File: config.mk
export PLATFORM = sky130hd
export DESIGN_NAME = ifu_fetch
export DESIGN_NICKNAME = d
export VERILOG_FILES = /design/src/rtl/npc_pkg.sv /design/src/rtl/ifu_fifo.sv /design/src/rtl/ifu_fetch.sv
export SDC_FILE = /design/constraint.sdc
export NUM_CORES = 1
export LEC_CHECK = 0
export ABC_AREA = 1
export CORE_ASPECT_RATIO = 1.5
export CORE_MARGIN = 3
export CORE_UTILIZATION = 45
export CTS_CLUSTER_DIAMETER = 80
export DETAILED_ROUTE_END_ITERATION = 16
export PLACE_DENSITY = 0.77
export SYNTH_ARGS = -nofsm -noshare
export SYNTH_HDL_FRONTEND = slang
export SYNTH_SLANG_ARGS = --single-unit
File: constraint.sdc
create_clock -name clk -period 5 [get_ports clk]
set_clock_uncertainty 0.15 [all_clocks]
set_input_delay 0.5 -clock clk [delete_from_list [all_inputs] [get_ports clk]]
set_output_delay 0.5 -clock clk [all_outputs]
set_load 0.02 [all_outputs]
File: src/rtl/npc_pkg.sv
// Shared types and constants for the NPC fetch stage.
package npc_pkg;

    localparam logic [31:0] RESET_PC_DEF = 32'h8000_0000;
    localparam logic [6:0]  OPC_BAD      = 7'b1111111;
    localparam logic [31:0] FAULT_INST   = {25'd0, OPC_BAD};

    typedef enum logic [1:0] {
        ST_IDLE = 2'd0,
        ST_REQ  = 2'd1,
        ST_WAIT = 2'd2,
        ST_HALT = 2'd3
    } fetch_state_e;

    typedef struct packed {
        logic [31:0] pc;
        logic [31:0] inst;
        logic        fault;
    } fetch_ent_t;

    function automatic logic misaligned(input logic [31:0] addr);
        return addr[1:0] != 2'b00;
    endfunction

endpackage

File: src/rtl/ifu_fifo.sv
// Small FIFO of {pc, inst, fault} entries between fetch and decode.
// Flush empties it in one cycle and wins over any push or pop.
module ifu_fifo
    import npc_pkg::*;
#(
    parameter int DEPTH = 2
)(
    input  logic                     clk,
    input  logic                     rst,
    input  logic                     i_flush,
    input  logic                     i_push,
    input  logic [31:0]              i_pc,
    input  logic [31:0]              i_inst,
    input  logic                     i_fault,
    input  logic                     i_pop,
    output logic                     o_valid,
    output logic [31:0]              o_pc,
    output logic [31:0]              o_inst,
    output logic                     o_fault,
    output logic [$clog2(DEPTH):0]   o_count
);

    localparam int AW = $clog2(DEPTH);
    localparam int CW = AW + 1;
    localparam logic [CW-1:0] FULL = CW'(DEPTH);

    fetch_ent_t        r_mem [DEPTH];
    logic [AW-1:0]     r_wr_ptr;
    logic [AW-1:0]     r_rd_ptr;
    logic [CW-1:0]     r_count;
    logic              w_pop;
    logic              w_push;

    assign w_pop  = i_pop && (r_count != {CW{1'b0}});
    assign w_push = i_push && ((r_count != FULL) || w_pop);

    // Storage, pointers and occupancy
    always_ff @(posedge clk or negedge rst) begin
        if (!rst) begin
            for (int i = 0; i < DEPTH; i++) begin
                r_mem[i] <= '0;
            end
            r_wr_ptr <= {AW{1'b0}};
            r_rd_ptr <= {AW{1'b0}};
            r_count  <= {CW{1'b0}};
        end else if (i_flush) begin
            r_wr_ptr <= {AW{1'b0}};
            r_rd_ptr <= {AW{1'b0}};
            r_count  <= {CW{1'b0}};
        end else begin
            if (w_push) begin
                r_mem[r_wr_ptr] <= '{pc: i_pc, inst: i_inst, fault: i_fault};
                r_wr_ptr        <= r_wr_ptr + 1'b1;
            end
            if (w_pop) begin
                r_rd_ptr <= r_rd_ptr + 1'b1;
            end
            case ({w_push, w_pop})
                2'b10:   r_count <= r_count + 1'b1;
                2'b01:   r_count <= r_count - 1'b1;
                default: r_count <= r_count;
            endcase
        end
    end

    assign o_valid = r_count != {CW{1'b0}};
    assign o_pc    = r_mem[r_rd_ptr].pc;
    assign o_inst  = r_mem[r_rd_ptr].inst;
    assign o_fault = r_mem[r_rd_ptr].fault;
    assign o_count = r_count;

endmodule

File: src/rtl/ifu_fetch.sv
// Fetch stage: owns the PC, keeps one instruction-memory read in flight and
// queues returned instructions for decode. Redirects flush; halt is sticky.
module ifu_fetch
    import npc_pkg::*;
#(
    parameter logic [31:0] RESET_PC  = RESET_PC_DEF,
    parameter int          BUF_DEPTH = 2
)(
    input  logic        clk,
    input  logic        rst,
    output logic        imem_req_valid,
    input  logic        imem_req_ready,
    output logic [31:0] imem_req_addr,
    input  logic        imem_rsp_valid,
    input  logic [31:0] imem_rsp_data,
    input  logic        imem_rsp_err,
    input  logic        redirect_valid,
    input  logic [31:0] redirect_pc,
    input  logic        halt,
    output logic        out_valid,
    input  logic        out_ready,
    output logic [31:0] out_pc,
    output logic [31:0] out_inst,
    output logic        out_fault
);

    localparam int CW = $clog2(BUF_DEPTH) + 1;
    localparam logic [CW-1:0] FULL    = CW'(BUF_DEPTH);
    localparam logic [CW-1:0] FULL_M1 = CW'(BUF_DEPTH - 1);

    fetch_state_e  r_state;
    fetch_state_e  w_state_nxt;
    logic [31:0]   r_pc;
    logic [31:0]   r_fetch_pc;
    logic          r_kill;
    logic          r_pend;
    logic          r_req_valid;
    logic          w_hs;
    logic          w_rsp_take;
    logic          w_pend_nxt;
    logic          w_room_now;
    logic          w_room_after;
    logic          w_push;
    logic [31:0]   w_push_pc;
    logic [31:0]   w_push_inst;
    logic          w_push_fault;
    logic [CW-1:0] w_count;

    assign w_hs         = r_req_valid && imem_req_ready;
    assign w_rsp_take   = r_pend && imem_rsp_valid;
    assign w_pend_nxt   = w_hs || (r_pend && !imem_rsp_valid);
    assign w_room_now   = w_count < FULL;
    assign w_room_after = w_push ? (w_count < FULL_M1) : w_room_now;

    // FIFO push source: a returned response, or a misaligned-PC fault raised at issue time
    always_comb begin
        w_push       = 1'b0;
        w_push_pc    = r_fetch_pc;
        w_push_inst  = FAULT_INST;
        w_push_fault = 1'b0;
        if (redirect_valid) begin
            w_push = 1'b0;
        end else if (w_rsp_take && !r_kill) begin
            w_push       = 1'b1;
            w_push_pc    = r_fetch_pc;
            w_push_inst  = imem_rsp_err ? FAULT_INST : imem_rsp_data;
            w_push_fault = imem_rsp_err;
        end else if ((r_state == ST_IDLE) && !halt && w_room_now && misaligned(r_pc)) begin
            w_push       = 1'b1;
            w_push_pc    = r_pc;
            w_push_inst  = FAULT_INST;
            w_push_fault = 1'b1;
        end else begin
            w_push = 1'b0;
        end
    end

    // Next fetch state; WAIT goes straight back to REQ when room remains, giving 2-cycle throughput
    always_comb begin
        w_state_nxt = r_state;
        if (halt) begin
            w_state_nxt = ST_HALT;
        end else begin
            case (r_state)
                ST_IDLE: begin
                    if (!redirect_valid && w_room_now) begin
                        w_state_nxt = misaligned(r_pc) ? ST_HALT : ST_REQ;
                    end else begin
                        w_state_nxt = ST_IDLE;
                    end
                end
                ST_REQ: begin
                    if (w_hs) begin
                        w_state_nxt = ST_WAIT;
                    end else if (redirect_valid && misaligned(redirect_pc)) begin
                        w_state_nxt = ST_IDLE;
                    end else begin
                        w_state_nxt = ST_REQ;
                    end
                end
                ST_WAIT: begin
                    if (imem_rsp_valid) begin
                        if (!redirect_valid && w_room_after && !misaligned(r_pc)) begin
                            w_state_nxt = ST_REQ;
                        end else begin
                            w_state_nxt = ST_IDLE;
                        end
                    end else begin
                        w_state_nxt = ST_WAIT;
                    end
                end
                ST_HALT: w_state_nxt = ST_HALT;
                default: w_state_nxt = ST_IDLE;
            endcase
        end
    end

    // FSM state, PC, kill/pending tracking and registered request outputs
    always_ff @(posedge clk or negedge rst) begin
        if (!rst) begin
            r_state     <= ST_IDLE;
            r_pc        <= RESET_PC;
            r_fetch_pc  <= RESET_PC;
            r_kill      <= 1'b0;
            r_pend      <= 1'b0;
            r_req_valid <= 1'b0;
        end else begin
            r_state     <= w_state_nxt;
            r_req_valid <= (w_state_nxt == ST_REQ);
            r_pend      <= w_pend_nxt;
            if (redirect_valid) begin
                r_kill <= w_pend_nxt;
            end else if (w_rsp_take) begin
                r_kill <= 1'b0;
            end
            if (redirect_valid) begin
                r_pc <= redirect_pc;
            end else if (w_hs) begin
                r_pc <= r_pc + 32'd4;
            end
            if (w_hs) begin
                r_fetch_pc <= r_pc;
            end
        end
    end

    assign imem_req_valid = r_req_valid;
    assign imem_req_addr  = r_pc;

    ifu_fifo #(.DEPTH(BUF_DEPTH)) u_fifo (
        .clk     (clk),
        .rst     (rst),
        .i_flush (redirect_valid),
        .i_push  (w_push),
        .i_pc    (w_push_pc),
        .i_inst  (w_push_inst),
        .i_fault (w_push_fault),
        .i_pop   (out_ready),
        .o_valid (out_valid),
        .o_pc    (out_pc),
        .o_inst  (out_inst),
        .o_fault (out_fault),
        .o_count (w_count)
    );

endmodule

---- Word level (Yosys, flattened, before mapping) ----
Index checks and enable logic that the tools add are counted.
W data, S select, Z words.
storage, ports and cells
  register bits after elaboration ......... 203
  output and inout port bits .............. 99
operators by class
  equality and inequality tests ........... 7
  bitwise logic cells ..................... 3
  reduce and logical (&&, ||, !) cells .... 31
  mux-type cells .......................... 36
  magnitude comparators ................... 5
  $add $sub $neg .......................... 5
operators with widths
  operator                 number
  $mux W65                 4
  $mux W32                 8
  $bwmux W130              1
  $demux W65 S1            1
  $add A32 B3 Y32 const B  1
  $logic_and A1 B1 Y1      14
  $mux W1                  14
  $reduce_bool A2 Y1       7
  $mux W2                  6
  $pmux W2 S4              1
  $eq A2 B1 Y1 const B     3
  $eq A2 B2 Y1 const B     3
  $logic_not A1 Y1         5
  $ge A2 B2 Y1 const B     2
  $lt A2 B1 Y1 const B     2
  $not A1 Y2               2
  $pmux W2 S2              1
  $reduce_bool A3 Y1       1
  $add A1 B1 Y1 const B    2
  $add A2 B1 Y2 const B    1
  $logic_not A2 Y1         1
  $logic_or A1 B1 Y1       2
  $lt A2 B2 Y1 const B     1
  $ne A2 B2 Y1 const B     1
  3 further kinds          3

---- Depth between registers and ports, before layout ----
Gate-level depths: netlist (run 1).
  word-level depth ........................ 15
  gate-level depth with buffers ........... 12
  gate-level depth less buffers ........... 10

---- Cells and area by module ----
From an unflattened synthesis (run 1), not the netlist that was laid out.
unflattened totals
  cell total of the unflattened synthesis .. 1403
  area, all modules ....................... 10715.3 µm²
modules (own cells, without submodules)
  module     cells each  times used  area an instance (µm²)
  ifu_fifo   730         1           6224.7
  ifu_fetch  673         1           4490.6

---- Worst setup path before layout (run 1) ----
No wires, ideal clock.
  path kind ............................... reg-to-output
  start ................................... register u_fifo.r_rd_ptr
  end ..................................... output port out_pc[10]
  data required time ...................... 4350 ps
  stages on the path, launching flop included .. 6
  arrival time ............................ 1302 ps
  path buffers ............................ 3
  slack ................................... 3048 ps
  cell sequence ........................... dfrtp_1 -> clkbuf_1 -> clkbuf_1 -> clkbuf_1 -> nand2_1 -> nand2_1
between the ends
  word-level cells in the longest chain between the ends .. 4
RTL lines
  element                                      line             RTL
  start, declared                              ifu_fifo.sv:29   logic [AW-1:0] r_rd_ptr;
  start signal, assigned                       ifu_fifo.sv:44   r_rd_ptr <= {AW{1'b0}};
  start signal, assigned                       ifu_fifo.sv:48   r_rd_ptr <= {AW{1'b0}};
  start signal, assigned                       ifu_fifo.sv:56   r_rd_ptr <= r_rd_ptr + 1'b1;
  $not A1 Y2 (implied by the code)             ifu_fifo.sv:67   assign o_pc = r_mem[r_rd_ptr].pc;
  $mux W65 (implied by the code) (3 in a row)  ifu_fifo.sv:67
  end, declared                                ifu_fetch.sv:22  output logic [31:0] out_pc,
Every way passes these cells. The select of a mux whose other input is x is not followed.

---- Final worst setup path (run 1) ----
  start ................................... register u_fifo.r_rd_ptr
  end ..................................... output port out_pc[6]
Same word-level chain as after synthesis.

==> results.txt, run 1 <==
The flow ran to the end, but the final reports show violations. The checks that failed: negative hold slack. The clock latency of the later-clocked register in the worst-skew pair is 0.49 ns.

In the final timing run, aggregate negative setup slack is 0 ns. The per-cell via count in the routed design is 5.111. In this run the vertical extent of the chip is 192.5 um. The startpoint identified for the worst register-to-register timing path is u_fifo.o_count[0]$_DFFE_PN0P_. Once placement completed, the tool counted placed cells totaling 1817. The iteration count of the initial detailed-routing pass came out at 5. VDD sags by at most 0.0002233 V. The routed wire length came out at 27770 um.

The final number of max-transition violations was 0. The number of endpoints with negative hold slack in the final report is 16. The cell count after synthesis came out at 1426. Summing every instance area after synthesis gives 0.01044 mm^2. Measured in cells, the most critical reg-to-reg path has a length of 10.

The endpoint arrival time on the critical path came out at 2.75 ns. Timing would allow up to 294.3 MHz. Synthesis produced a netlist with a net count of 1502.

After synthesis, the netlist uses 37 different library cells. Setup repair after global routing left no endpoint under its margin. Counting along the longest clock path gives a buffer depth of 3. The number of warnings printed during yosys synthesis came out at 0. At the end of the flow, the number of nets in the layout was 1640. The number of vias in the routed layout came out at 9466. The antenna diode count is 0.

The portion of the post-synthesis area used by sequential elements came out at 48.70%. The worst setup path is captured at an output pin. Across every metal layer, demand over resource in global routing totals 22.11%. The total of flip-flops plus latches after synthesis is 203. For the pin with the worst max-slew slack, the measured transition is 1.112 ns.

In the routed design, unresolved DRC markers number 0. The count of H-tree levels built during CTS came out at 1. A synthesized cell averages 7.319 um^2. The setup slack of the worst register-to-register path came out at 2.21 ns. The tightest min-delay check is of the input pin to async pin type. The layout-stage area growth over the synthesis result came out at 23.39%. The non-filler instance count after layout is 1852.

TritonCTS built the clock tree. Along the worst path, the maximum fanout reaches 34. The worst register-to-register path ends at u_fifo.r_mem[8]$_DFFE_PN0P_. The root buffer cell chosen for the clock tree is sky130_fd_sc_hd__clkbuf_16.

The ratio of cells with drive above 1 in the final layout came out at 7.360%. STA classifies the critical path startpoint as a register. The core utilization of the finished layout is 57.10%. The buffers inserted during post-CTS setup optimization is 0. The worst hold margin is -0.01482 ns. The detail route stage leaves a number of antenna-violating nets equal to 0. The clock period minus final worst setup slack came out at 3.398 ns.

The detailed router finished its first iteration with 641 violations. The floorplan die width came out at 130.3 um. The final HPWL from detailed placement came out at 18730 um.

The max capacitance violation total is 0. The post-CTS clock slew at the launch and capture registers of the worst setup and hold paths is 0.06 ns. The global-route wire length before repair is 45080 um. The final setup violation count came out at 0.

In this run the tool buffered the top-level ports with 170 buffer cells. For the worst setup path, the data required time is 4.35 ns. TritonCTS created 21 clock buffers. The CTS sink count is 203. The number of gates resized after cts came out at 0.

Entering global routing, the biggest net connects 107 pins. The total power density per cell area came out at 357.2 mW/mm^2. The type of the worst setup path is register to output pin. Once the floorplan was initialized, standard cells occupied 46.28% of the core. Routability-driven placement finished with a final weighted congestion of 0.9504. The count of pins on the block boundary is 171. The headroom to the max-slew limit is 25.44%. The routed wirelength normalized by instance count came out at 14.99 um. The number of global-route vias before repair is 9454. The initial antenna violation count was 0. The die covers 0.02509 mm^2. The total global routing overflow came out at 0. The row count came out at 67. The region available for standard cell placement spans 0.02255 mm^2. In the finished design, the share of the clock period the worst path needs comes to 67.96%. The leakage power came out at 6.500 nW. The hold-fix buffer count after cts is 0.
## cells in the mapped netlist
cell	count	area, um^2
sky130_fd_sc_hd__inv_6	1	8.760
sky130_fd_sc_hd__nor2_1	82	307.8
sky130_fd_sc_hd__o211ai_1	5	37.54
sky130_fd_sc_hd__buf_6	8	90.09
sky130_fd_sc_hd__o221ai_1	1	8.760
sky130_fd_sc_hd__or2_2	5	31.28
sky130_fd_sc_hd__nand3b_4	1	20.02
sky130_fd_sc_hd__buf_2	17	85.08
sky130_fd_sc_hd__ha_1	4	50.05
sky130_fd_sc_hd__nand3_4	1	17.52
sky130_fd_sc_hd__buf_1	1	3.750
sky130_fd_sc_hd__clkbuf_1	33	123.9
sky130_fd_sc_hd__o21ai_0	99	495.5
sky130_fd_sc_hd__o21ai_2	27	236.5
sky130_fd_sc_hd__nand3_1	34	170.2
sky130_fd_sc_hd__nand3b_1	1	7.510
sky130_fd_sc_hd__inv_2	3	11.26
sky130_fd_sc_hd__dfrtp_1	201	5030
sky130_fd_sc_hd__or2_1	2	12.51
sky130_fd_sc_hd__xor2_1	8	70.07
sky130_fd_sc_hd__a21oi_1	8	40.04
sky130_fd_sc_hd__clkbuf_2	1	5.000
sky130_fd_sc_hd__o21ai_1	36	180.2
sky130_fd_sc_hd__buf_4	3	22.52
sky130_fd_sc_hd__nand2_2	29	181.4
sky130_fd_sc_hd__buf_8	2	30.03
sky130_fd_sc_hd__clkinv_1	1	3.750
sky130_fd_sc_hd__inv_4	1	6.260
sky130_fd_sc_hd__inv_1	126	473.0
sky130_fd_sc_hd__dfstp_2	2	52.55
sky130_fd_sc_hd__nand2_1	672	2522
sky130_fd_sc_hd__nor2_4	1	11.26
sky130_fd_sc_hd__nand2_4	2	22.52
sky130_fd_sc_hd__buf_12	1	20.02
sky130_fd_sc_hd__nand4_1	3	18.77
sky130_fd_sc_hd__o21bai_1	3	22.52
sky130_fd_sc_hd__nor4_1	1	6.260
## worst max-delay path: stages (launching register included)
cell                              delay (ns)
sky130_fd_sc_hd__dfrtp_2                0.35
sky130_fd_sc_hd__clkinv_1               0.84
sky130_fd_sc_hd__nand2_1                0.34
sky130_fd_sc_hd__nand2_1                0.14
sky130_fd_sc_hd__clkdlybuf4s50_1        0.57
## flip-flops by register name, summed over array words and instances, names as in the netlist
name	cells
u_fifo.r_rd_ptr	1
r_fetch_pc	32
u_fifo.r_wr_ptr	1
imem_req_valid	1
r_pend	1
r_kill	1
u_fifo.o_count	2
r_state	2
imem_req_addr	32
u_fifo.r_mem	130
## metal layers
metal / global-route usage, % / routed length, um / vias to the layer above
li1: - / - / 4631
met1: 26.94 / 11190 / 4413
met2: 39.05 / 13670 / 347
met3: 3.019 / 1715 / 75
met4: 8.987 / 1183 / 0
met5: 0 / 0 / -
## logic make-up (layout without fill, tap and decap cells)
family | Yosys count | in the layout | share of synthesized area, %
and+or+nand+nor | 834 | 834 | 31.90
DFF | 203 | 203 | 48.70
buffers and inverters | 198 | 348 | 8.464
AOI/OAI and AO/OA | 179 | 179 | 9.783
xor gates and xnor gates | 8 | 8 | 0.6714
adders and majority gates | 4 | 4 | 0.4796
## worst max path at each step
stage / startpoint / end / slack (ns) / cells past startpoint
2_1_floorplan: u_fifo.r_rd_ptr$_DFFE_PN0P_ / out_pc[10] / 3.05 / 5
3_3_place_gp: redirect_valid / u_fifo.r_mem[5]$_DFFE_PN0P_ / 1.83 / 12
3_5_place_dp: redirect_valid / u_fifo.r_mem[13]$_DFFE_PN0P_ / 1.75 / 12
4_1_cts: u_fifo.r_rd_ptr$_DFFE_PN0P_ / out_pc[6] / 1.54 / 4
5_1_grt: u_fifo.r_rd_ptr$_DFFE_PN0P_ / out_pc[6] / 1.41 / 4
6_report: u_fifo.r_rd_ptr$_DFFE_PN0P_ / out_pc[6] / 1.60 / 4
## power breakdown
group	switching [W]	total (W)	leakage, nW	internal, W
sequential	0.000104	0.00192	2.60	0.00181
combinational	0.000662	0.00114	3.57	0.000483
clock	0.000634	0.00154	0.324	0.000905
total	0.00140	0.00460	6.50	0.00320
## final cells by class
| cell class | count | area, um^2 |
|---|---|---|
| Clock buffer | 29 | 575.6 |
| Clock inverter | 6 | 83.83 |
| Fill cell | 2059 | 9673 |
| Inverter | 132 | 503.0 |
| Multi-Input combinational cell | 1025 | 4473 |
| Sequential cell | 203 | 5084 |
| Tap cell | 276 | 345.3 |
| Timing Repair Buffer | 181 | 1813 |
## placed cells by master (no fill, tap or decap), drive strengths merged
master / instances
dfrtp: 201
o21bai: 3
xor2: 8
nor4: 1
clkinv: 5
nand3: 35
inv: 131
ha: 4
nand3b: 2
bufinv: 2
clkdlybuf4s50: 169
a21oi: 8
buf: 11
nand4: 3
dfstp: 2
or2: 7
o221ai: 1
o21ai: 162
nand2: 703
clkbuf: 30
nor2: 83
o211ai: 5
## through the flow
step | cell area (um^2) | hold WS (ns) | setup slack [ns] | power, W
final | 12880 | -0.01482 | 1.602 | 0.004600
after global placement | 12220 | 0.3119 | 1.832 | 0.003063
after global routing | 12880 | 0.04603 | 1.412 | 0.004829
after floorplan | 10440 | 0.05441 | 3.048 | 0.002566
after detailed placement | 12220 | 0.3152 | 1.751 | 0.003093
after CTS | 12880 | 0.01117 | 1.535 | 0.004642
No activity file was read; power rests on OpenSTA's default activity.
==> run 2: changes to the inputs <==
--- a/config.mk
+++ b/config.mk
@@ -11,7 +11,7 @@
 export CORE_UTILIZATION = 45
 export CTS_CLUSTER_DIAMETER = 80
 export DETAILED_ROUTE_END_ITERATION = 16
-export PLACE_DENSITY = 0.77
+export PLACE_DENSITY = 0.8
 export SYNTH_ARGS = -nofsm -noshare
 export SYNTH_HDL_FRONTEND = slang
 export SYNTH_SLANG_ARGS = --single-unit
==> constraint.sdc (replaced) <==
create_clock -name clk -period 2.8 [get_ports clk]
set_clock_uncertainty 0.15 [all_clocks]
set_input_delay 0.28 -clock clk [delete_from_list [all_inputs] [get_ports clk]]
set_output_delay 0.28 -clock clk [all_outputs]
set_load 0.02 [all_outputs]
==> results.txt, run 2 (same netlist as run 1, synthesis figures left out) <==
The flip-flop count of the largest register after layout is 130. The per-cell via count in the routed design is 5.078. The most numerous cell type found on the critical path is sky130_fd_sc_hd__nand2_1. The max capacitance violation total came out at 0. The transition time at the pin with the least slew margin came out at 0.5525 ns.

The cell depth of the worst flop-to-flop path is 10. Setup repair after global routing left no endpoint under its margin. Once layout is complete, the utilization of the core stands at 57.72%. The total number of cells along the worst setup path is 5. Among cell families on the critical path, the largest total delay comes from buffers and inverters.

The final critical-path share of the clock period is 94.83%. The iteration count of the initial detailed-routing pass came out at 5. The data required time at the worst endpoint came out at 2.37 ns. The die is 192.5 um tall. Following the worst setup path forward leads to its endpoint at out_pc[31]. Among all stages on the critical path, the largest delay is contributed by sky130_fd_sc_hd__clkdlybuf4s50_1.

For this design the ratio of total power to cell area is 629.9 mW/mm^2. The final HPWL from detailed placement is 18910 um. The post-CTS clock slew at the launch and capture registers of the worst setup and hold paths came out at 0.06 ns. The number of endpoints with negative hold slack in the final report was 0.

The number of remaining DRC errors is 0. The maximum fanout along the worst path came out at 34. The clock period minus final worst setup slack came out at 2.655 ns.

The portion of total power attributed to the clock network came out at 33.0%. The row count came out at 67. In this run the tool buffered the top-level ports with 170 buffer cells. STA puts the critical path data arrival time at 2.23 ns. The count of pins on the block boundary is 171. The number of vias in the routed layout is 9461. The worst-case IR drop observed on VDD is 0.0004007 V. The count of H-tree levels built during CTS is 1. The sum of buffers and inverters on the critical path came out at 3. The longest clock path from root to sink contains 3 buffers. The floorplan die width came out at 130.3 um. The worst setup path is captured at an output pin. TritonCTS built the clock tree.

The layout-stage area growth over the synthesis result is 24.72%. The antenna diode count came out at 0. The placed instances occupy a cell area of 0.01234 mm^2. The floorplan step defined a die boundary enclosing 0.02509 mm^2.

The starting utilization of the core area is 46.28%. The headroom to the max-slew limit came out at 63.17%. The highest clock rate came out at 376.6 MHz. The critical path starts at u_fifo.r_rd_ptr$_DFFE_PN0P_. The total global routing overflow came out at 0. The congestion estimate from routability-driven global placement came to 1.001. The DRC violation total after the first TritonRoute iteration came out at 478. The initial antenna violation count is 0. The worst hold path belongs to the class input pin to async pin.

Entering global routing, the biggest net connects 97 pins. The routed wirelength normalized by instance count came out at 14.75 um. The reg-to-reg critical path endpoint is u_fifo.r_mem[97]$_DFFE_PN0P_. The final number of max-transition violations was 0. The register share of total power is 41.7%. Cells with a size suffix above 1 make up 8.192% of the layout.

Leaving out fill and tap cells, the most frequent cell in the layout is sky130_fd_sc_hd__nand2_1. The critical path is of the register to output pin type. The flow ran to the end, and the final reports show no timing, DRC or antenna violations. Traced cell by cell, the critical path runs through clkinv_1, buf_4, nand2_1, nand2_1, clkdlybuf4s50_1.

The switching share of power came out at 30.53%. The clock root buffer is sky130_fd_sc_hd__clkbuf_16. The largest stage delay on the critical path came out at 0.63 ns. The final non-filler cell area came out at 0.01302 mm^2.

The global-route wire length before repair came out at 44700 um. The power dissipated by switching net loads is 0.002503 W. The remaining antenna violation count came out at 0. The startpoint identified for the worst register-to-register timing path is u_fifo.o_count[1]$_DFFE_PN0P_. For this run, the post-layout net count is 1649. The CTS sink count is 203. The leakage power is 6.573 nW. The aggregate global-route resource usage came out at 21.89%.

The kind of start point of the critical path is a register. The clock latency of the later-clocked register in the worst-skew pair came out at 0.49 ns. More flip-flops sit in one register than any other, and that register is u_fifo.r_mem. Overall power consumption after layout is estimated at 0.008199 W. The buffers inserted during post-CTS setup optimization came out at 0. The library cells used most frequently in the layout, excluding fill and tap cells, are sky130_fd_sc_hd__nand2_1 (671), sky130_fd_sc_hd__dfrtp_1 (200), sky130_fd_sc_hd__clkdlybuf4s50_1 (169). The number of global-route vias before repair is 9339. TritonCTS created 20 clock buffers. The setup slack of the worst register-to-register path is 0.58 ns.

Cell internal power was estimated by the tool at 0.005695 W. The placeable core region came out at 0.02255 mm^2. The final setup violation count is 0. The routed design has 27470 um of wire. Setup total negative slack on the finished layout was measured at 0 ns. The worst hold margin is 0.1811 ns.

Per report_power, the combinational group accounts for 25.3% of the total.
-- run 2: cell types whose count changed in the layout (fill, tap and decap cells not counted), sizes merged --
cell	delta
clkbuf	+2
dlygate4sd3	+1
clkinvlp	+1
bufinv	-2
buf	+9
-- run 2: timing repair --
| action | 4_1_cts | 5_1_grt |
|---|---|---|
| hold buffers | 1 | 0 |
| gates resized for setup | 0 | 0 |
| hold endpoints to repair | 59 | 0 |
-- run 2: power groups by stage --
stage                     Sequential (W)  Clock (W)  Combinational, W
final                            0.00342    0.00271           0.00207
after global routing             0.00345    0.00289           0.00228
after CTS                        0.00341    0.00277           0.00210
after detailed placement         0.00347          0           0.00208
after global placement           0.00345          0           0.00204
after floorplan                  0.00347          0           0.00111
-- run 2: layer usage --
layer | vias to the layer above | global-route usage (%) | share of wire (%)
met2 | 339 | 38.77 | 50
met1 | 4409 | 26.74 | 41
li1 | 4647 | - | -
met5 | - | 0 | 0
met3 | 66 | 2.437 | 5.3
met4 | 0 | 9.343 | 4.2
-- run 2: layout make-up --
cell class	count	area (um^2)
fillers	2036	9534
clock inverters	5	27.53
flip-flops and latches	203	5084
multi-input cells	1025	4473
inverters	132	503.0
repair buffers	191	1941
well taps	276	345.3
clock buffers	31	643.1
-- run 2: worst reg2reg max path, stage by stage (launching register included) --
cell	delay, ns
sky130_fd_sc_hd__dfrtp_1	0.37
sky130_fd_sc_hd__inv_1	0.12
sky130_fd_sc_hd__ha_1	0.23
sky130_fd_sc_hd__nor2_1	0.23
sky130_fd_sc_hd__inv_1	0.09
sky130_fd_sc_hd__nand2_1	0.21
sky130_fd_sc_hd__nand3b_4	0.15
sky130_fd_sc_hd__inv_4	0.11
sky130_fd_sc_hd__buf_12	0.29
sky130_fd_sc_hd__nand2_1	0.12
sky130_fd_sc_hd__o21ai_1	0.09
-- run 2: how the worst min path moves through the flow --
stage | slack (ns) | end
3_3_place_gp | 0.15 | imem_req_valid$_DFF_PN0_
6_report | 0.18 | imem_req_valid$_DFF_PN0_
3_5_place_dp | 0.16 | imem_req_valid$_DFF_PN0_
4_1_cts | 0.20 | imem_req_addr[5]$_DFFE_PN0N_
2_1_floorplan | -0.17 | imem_req_addr[0]$_DFFE_PN0P_
5_1_grt | 0.22 | imem_req_addr[5]$_DFFE_PN0N_
-- run 2: stage by stage --
| step | worst slack (ns) | cells |
|---|---|---|
| floorplan | 0.9375 | 1426 |
| global route | 0.04723 | 1863 |
| detailed placement | 0.5232 | 1826 |
| CTS | 0.1128 | 1863 |
| global placement | 0.5766 | 1826 |
| finish | 0.1447 | 1863 |
==> run 3: changes to the inputs <==
--- a/config.mk
+++ b/config.mk
@@ -8,10 +8,11 @@
 export ABC_AREA = 1
 export CORE_ASPECT_RATIO = 1.5
 export CORE_MARGIN = 3
-export CORE_UTILIZATION = 45
+export CORE_UTILIZATION = 40
 export CTS_CLUSTER_DIAMETER = 80
+export CTS_CLUSTER_SIZE = 10
 export DETAILED_ROUTE_END_ITERATION = 16
-export PLACE_DENSITY = 0.8
+export PLACE_DENSITY = 0.73
 export SYNTH_ARGS = -nofsm -noshare
 export SYNTH_HDL_FRONTEND = slang
 export SYNTH_SLANG_ARGS = --single-unit
==> results.txt, run 3 (same netlist as run 1, synthesis figures left out) <==
The flow ran to the end, and the final reports show no timing, DRC or antenna violations. The final setup violation count is 0. The ratio of cells with drive above 1 in the final layout came out at 7.760%. The max capacitance violation total is 0.

During placement, the flow inserted port buffers numbering 170. The top cell types in the final layout, fill and taps aside, are sky130_fd_sc_hd__nand2_1 (671), sky130_fd_sc_hd__dfrtp_1 (200), sky130_fd_sc_hd__clkdlybuf4s50_1 (169). The number of nets in the final layout is 1653. The layer with the highest usage after global routing is met2. At the pin with the least slew margin, the transition time is 0.5638 ns. The final layout contains routed wiring with a total length of 27830 um. The total global routing overflow came out at 0. The per-cell via count in the routed design is 4.842. The first detailed-routing pass ran for 5 iterations. The chip height came out at 203.8 um. The global-route met1 utilization came out at 24.98%.

STA classifies the critical path startpoint as a register. The number of remaining DRC errors came out at 0. The number of buffers on the longest clock path came out at 3. Setup repair after global routing left no endpoint under its margin.

The routed wirelength normalized by instance count came out at 14.55 um. Once the floorplan was initialized, standard cells occupied 41.08% of the core. The beginning of the worst register-to-register path is u_fifo.o_count[1]$_DFFE_PN0P_. The fill cell total of the finished layout is 2498. The worst hold margin came out at 0.08590 ns.

The clock period minus final worst setup slack is 2.632 ns. The final number of max-transition violations came to 0. The congestion estimate from routability-driven global placement came to 0.9051.

The count of nets left with antenna violations once routing finished came out at 0. The timing startpoint of the critical path is u_fifo.r_rd_ptr$_DFFE_PN0P_. The placeable core region came out at 0.02541 mm^2.

For met3 alone, demand over resource in global routing was 2.291%. The post-CTS clock slew at the launch and capture registers of the worst setup and hold paths came out at 0.06 ns. The register with the most flip-flops in the layout has 130 of them. The min-delay analysis places its worst path in the category input pin to async pin. TritonCTS built the clock tree. For the final routed database, the setup TNS stands at 0 ns. Measured against its own limit, the worst slew margin works out to 62.41%. The number of endpoints with negative hold slack in the final report came to 0. The highest clock rate is 379.9 MHz. Global routing used 34.51% of the available met2 tracks.

The clock latency of the later-clocked register in the worst-skew pair came out at 0.51 ns. The register with the highest flop count is u_fifo.r_mem. The count of H-tree levels built during CTS is 1. The clock root buffer is sky130_fd_sc_hd__clkbuf_16. The data required time at the worst endpoint is 2.37 ns. The critical path is of the register to output pin type. The floorplan step defined a die boundary enclosing 0.02811 mm^2. The number of vias in the routed layout is 9263. The initial antenna violation count is 0. The clock net in this run drives a total of 203 sinks. The maximum fanout along the worst path is 98. Summed over all nets, the half-perimeter wirelength after detailed placement is 19280 um. The floorplan die width is 137.9 um.

The global-route wire length before repair is 44850 um. Entering global routing, the biggest net connects 99 pins. The row count is 71. The worst vdd rail ir drop came out at 0.0003737 V. Global routing used 19.81% of the available tracks across all layers. The final critical-path share of the clock period came out at 94.02%. The number of global-route vias before repair was 8916.

Data on the critical path arrives at its endpoint at 2.20 ns. The leakage power is 6.570 nW. The leading cell type in the layout, fill and taps excluded is sky130_fd_sc_hd__nand2_1. The count of pins on the block boundary is 171. STA classifies the critical path endpoint as an output pin. The antenna diode count came out at 0. The total power density per cell area came out at 629.7 mW/mm^2. The DRC violation total after the first TritonRoute iteration is 448. The number of buffers created by CTS came out at 24. Compared with the post-synthesis result, the final layout area differs by 25.42%.
run 3: what timing repair did:
item / 4_1_cts / 5_1_grt
resized for setup: 1 / 0
buffers inserted: 0 / 0
setup endpoints to repair: 3 / 0
endpoints found under the hold margin: 201 / 0
hold buffers: 1 / 0
run 3: layer usage:
layer / routed length [um] / part of all wire, % / up-vias
li1: - / - / 4658
met1: 11620 / 42 / 4278
met2: 13840 / 50 / 273
met3: 1340 / 4.8 / 54
met4: 1027 / 3.7 / 0
met5: 0 / 0 / -
run 3: worst max-delay path, cell delays in order (launching register included):
cell and delay (ns):
sky130_fd_sc_hd__dfrtp_2 0.43, sky130_fd_sc_hd__buf_12 0.24, sky130_fd_sc_hd__o21ai_0 0.33, sky130_fd_sc_hd__clkdlybuf4s50_1 0.66
run 3: layout make-up:
type	count	area, um^2	area share (%)
Timing Repair Buffer	191	1953	14.92
Clock buffer	33	655.6	5.009
Sequential cell	203	5084	38.84
Inverter	132	504.2	3.852
Multi-Input combinational cell	1025	4473	34.17
Clock inverter	1	8.758	0.06692
Tap cell	328	410.4	3.135
run 3: path summary, 6_finish.rpt:
check,endpoint,slack [ns],cells past startpoint
worst max-delay path,out_inst[26],0.17,3
worst min-delay path,r_state[1]$_DFF_PN0_,0.09,2
worst max register to register,u_fifo.r_mem[83]$_DFFE_PN0P_,0.50,10
worst min register to register,u_fifo.r_mem[27]$_DFFE_PN0P_,0.33,2
max in group asynchronous,imem_req_addr[31]$_DFFE_PN1N_,1.65,3
min in group clk,imem_req_addr[5]$_DFFE_PN0N_,0.20,3
run 3: where the power goes:
part           switching (W)  total (W)  internal (W)
combinational        0.00119    0.00208      0.000892
clock                0.00113    0.00274       0.00161
sequential          0.000183    0.00342       0.00324
total                0.00251    0.00824       0.00574
run 3: through the flow:
step           util (%)  instances  instance area, um^2  setup slack (ns)  total power (W)
5_1_grt           51.52       1913                13090           0.07933         0.008670
3_5_place_dp      48.86       1878                12410            0.4295         0.005565
3_3_place_gp      48.86       1878                12410            0.4826         0.005527
4_1_cts           51.52       1913                13090            0.1376         0.008337
2_1_floorplan         -       1426                10440            0.9375         0.004583
6_report          51.52       1913                13090            0.1676         0.008242
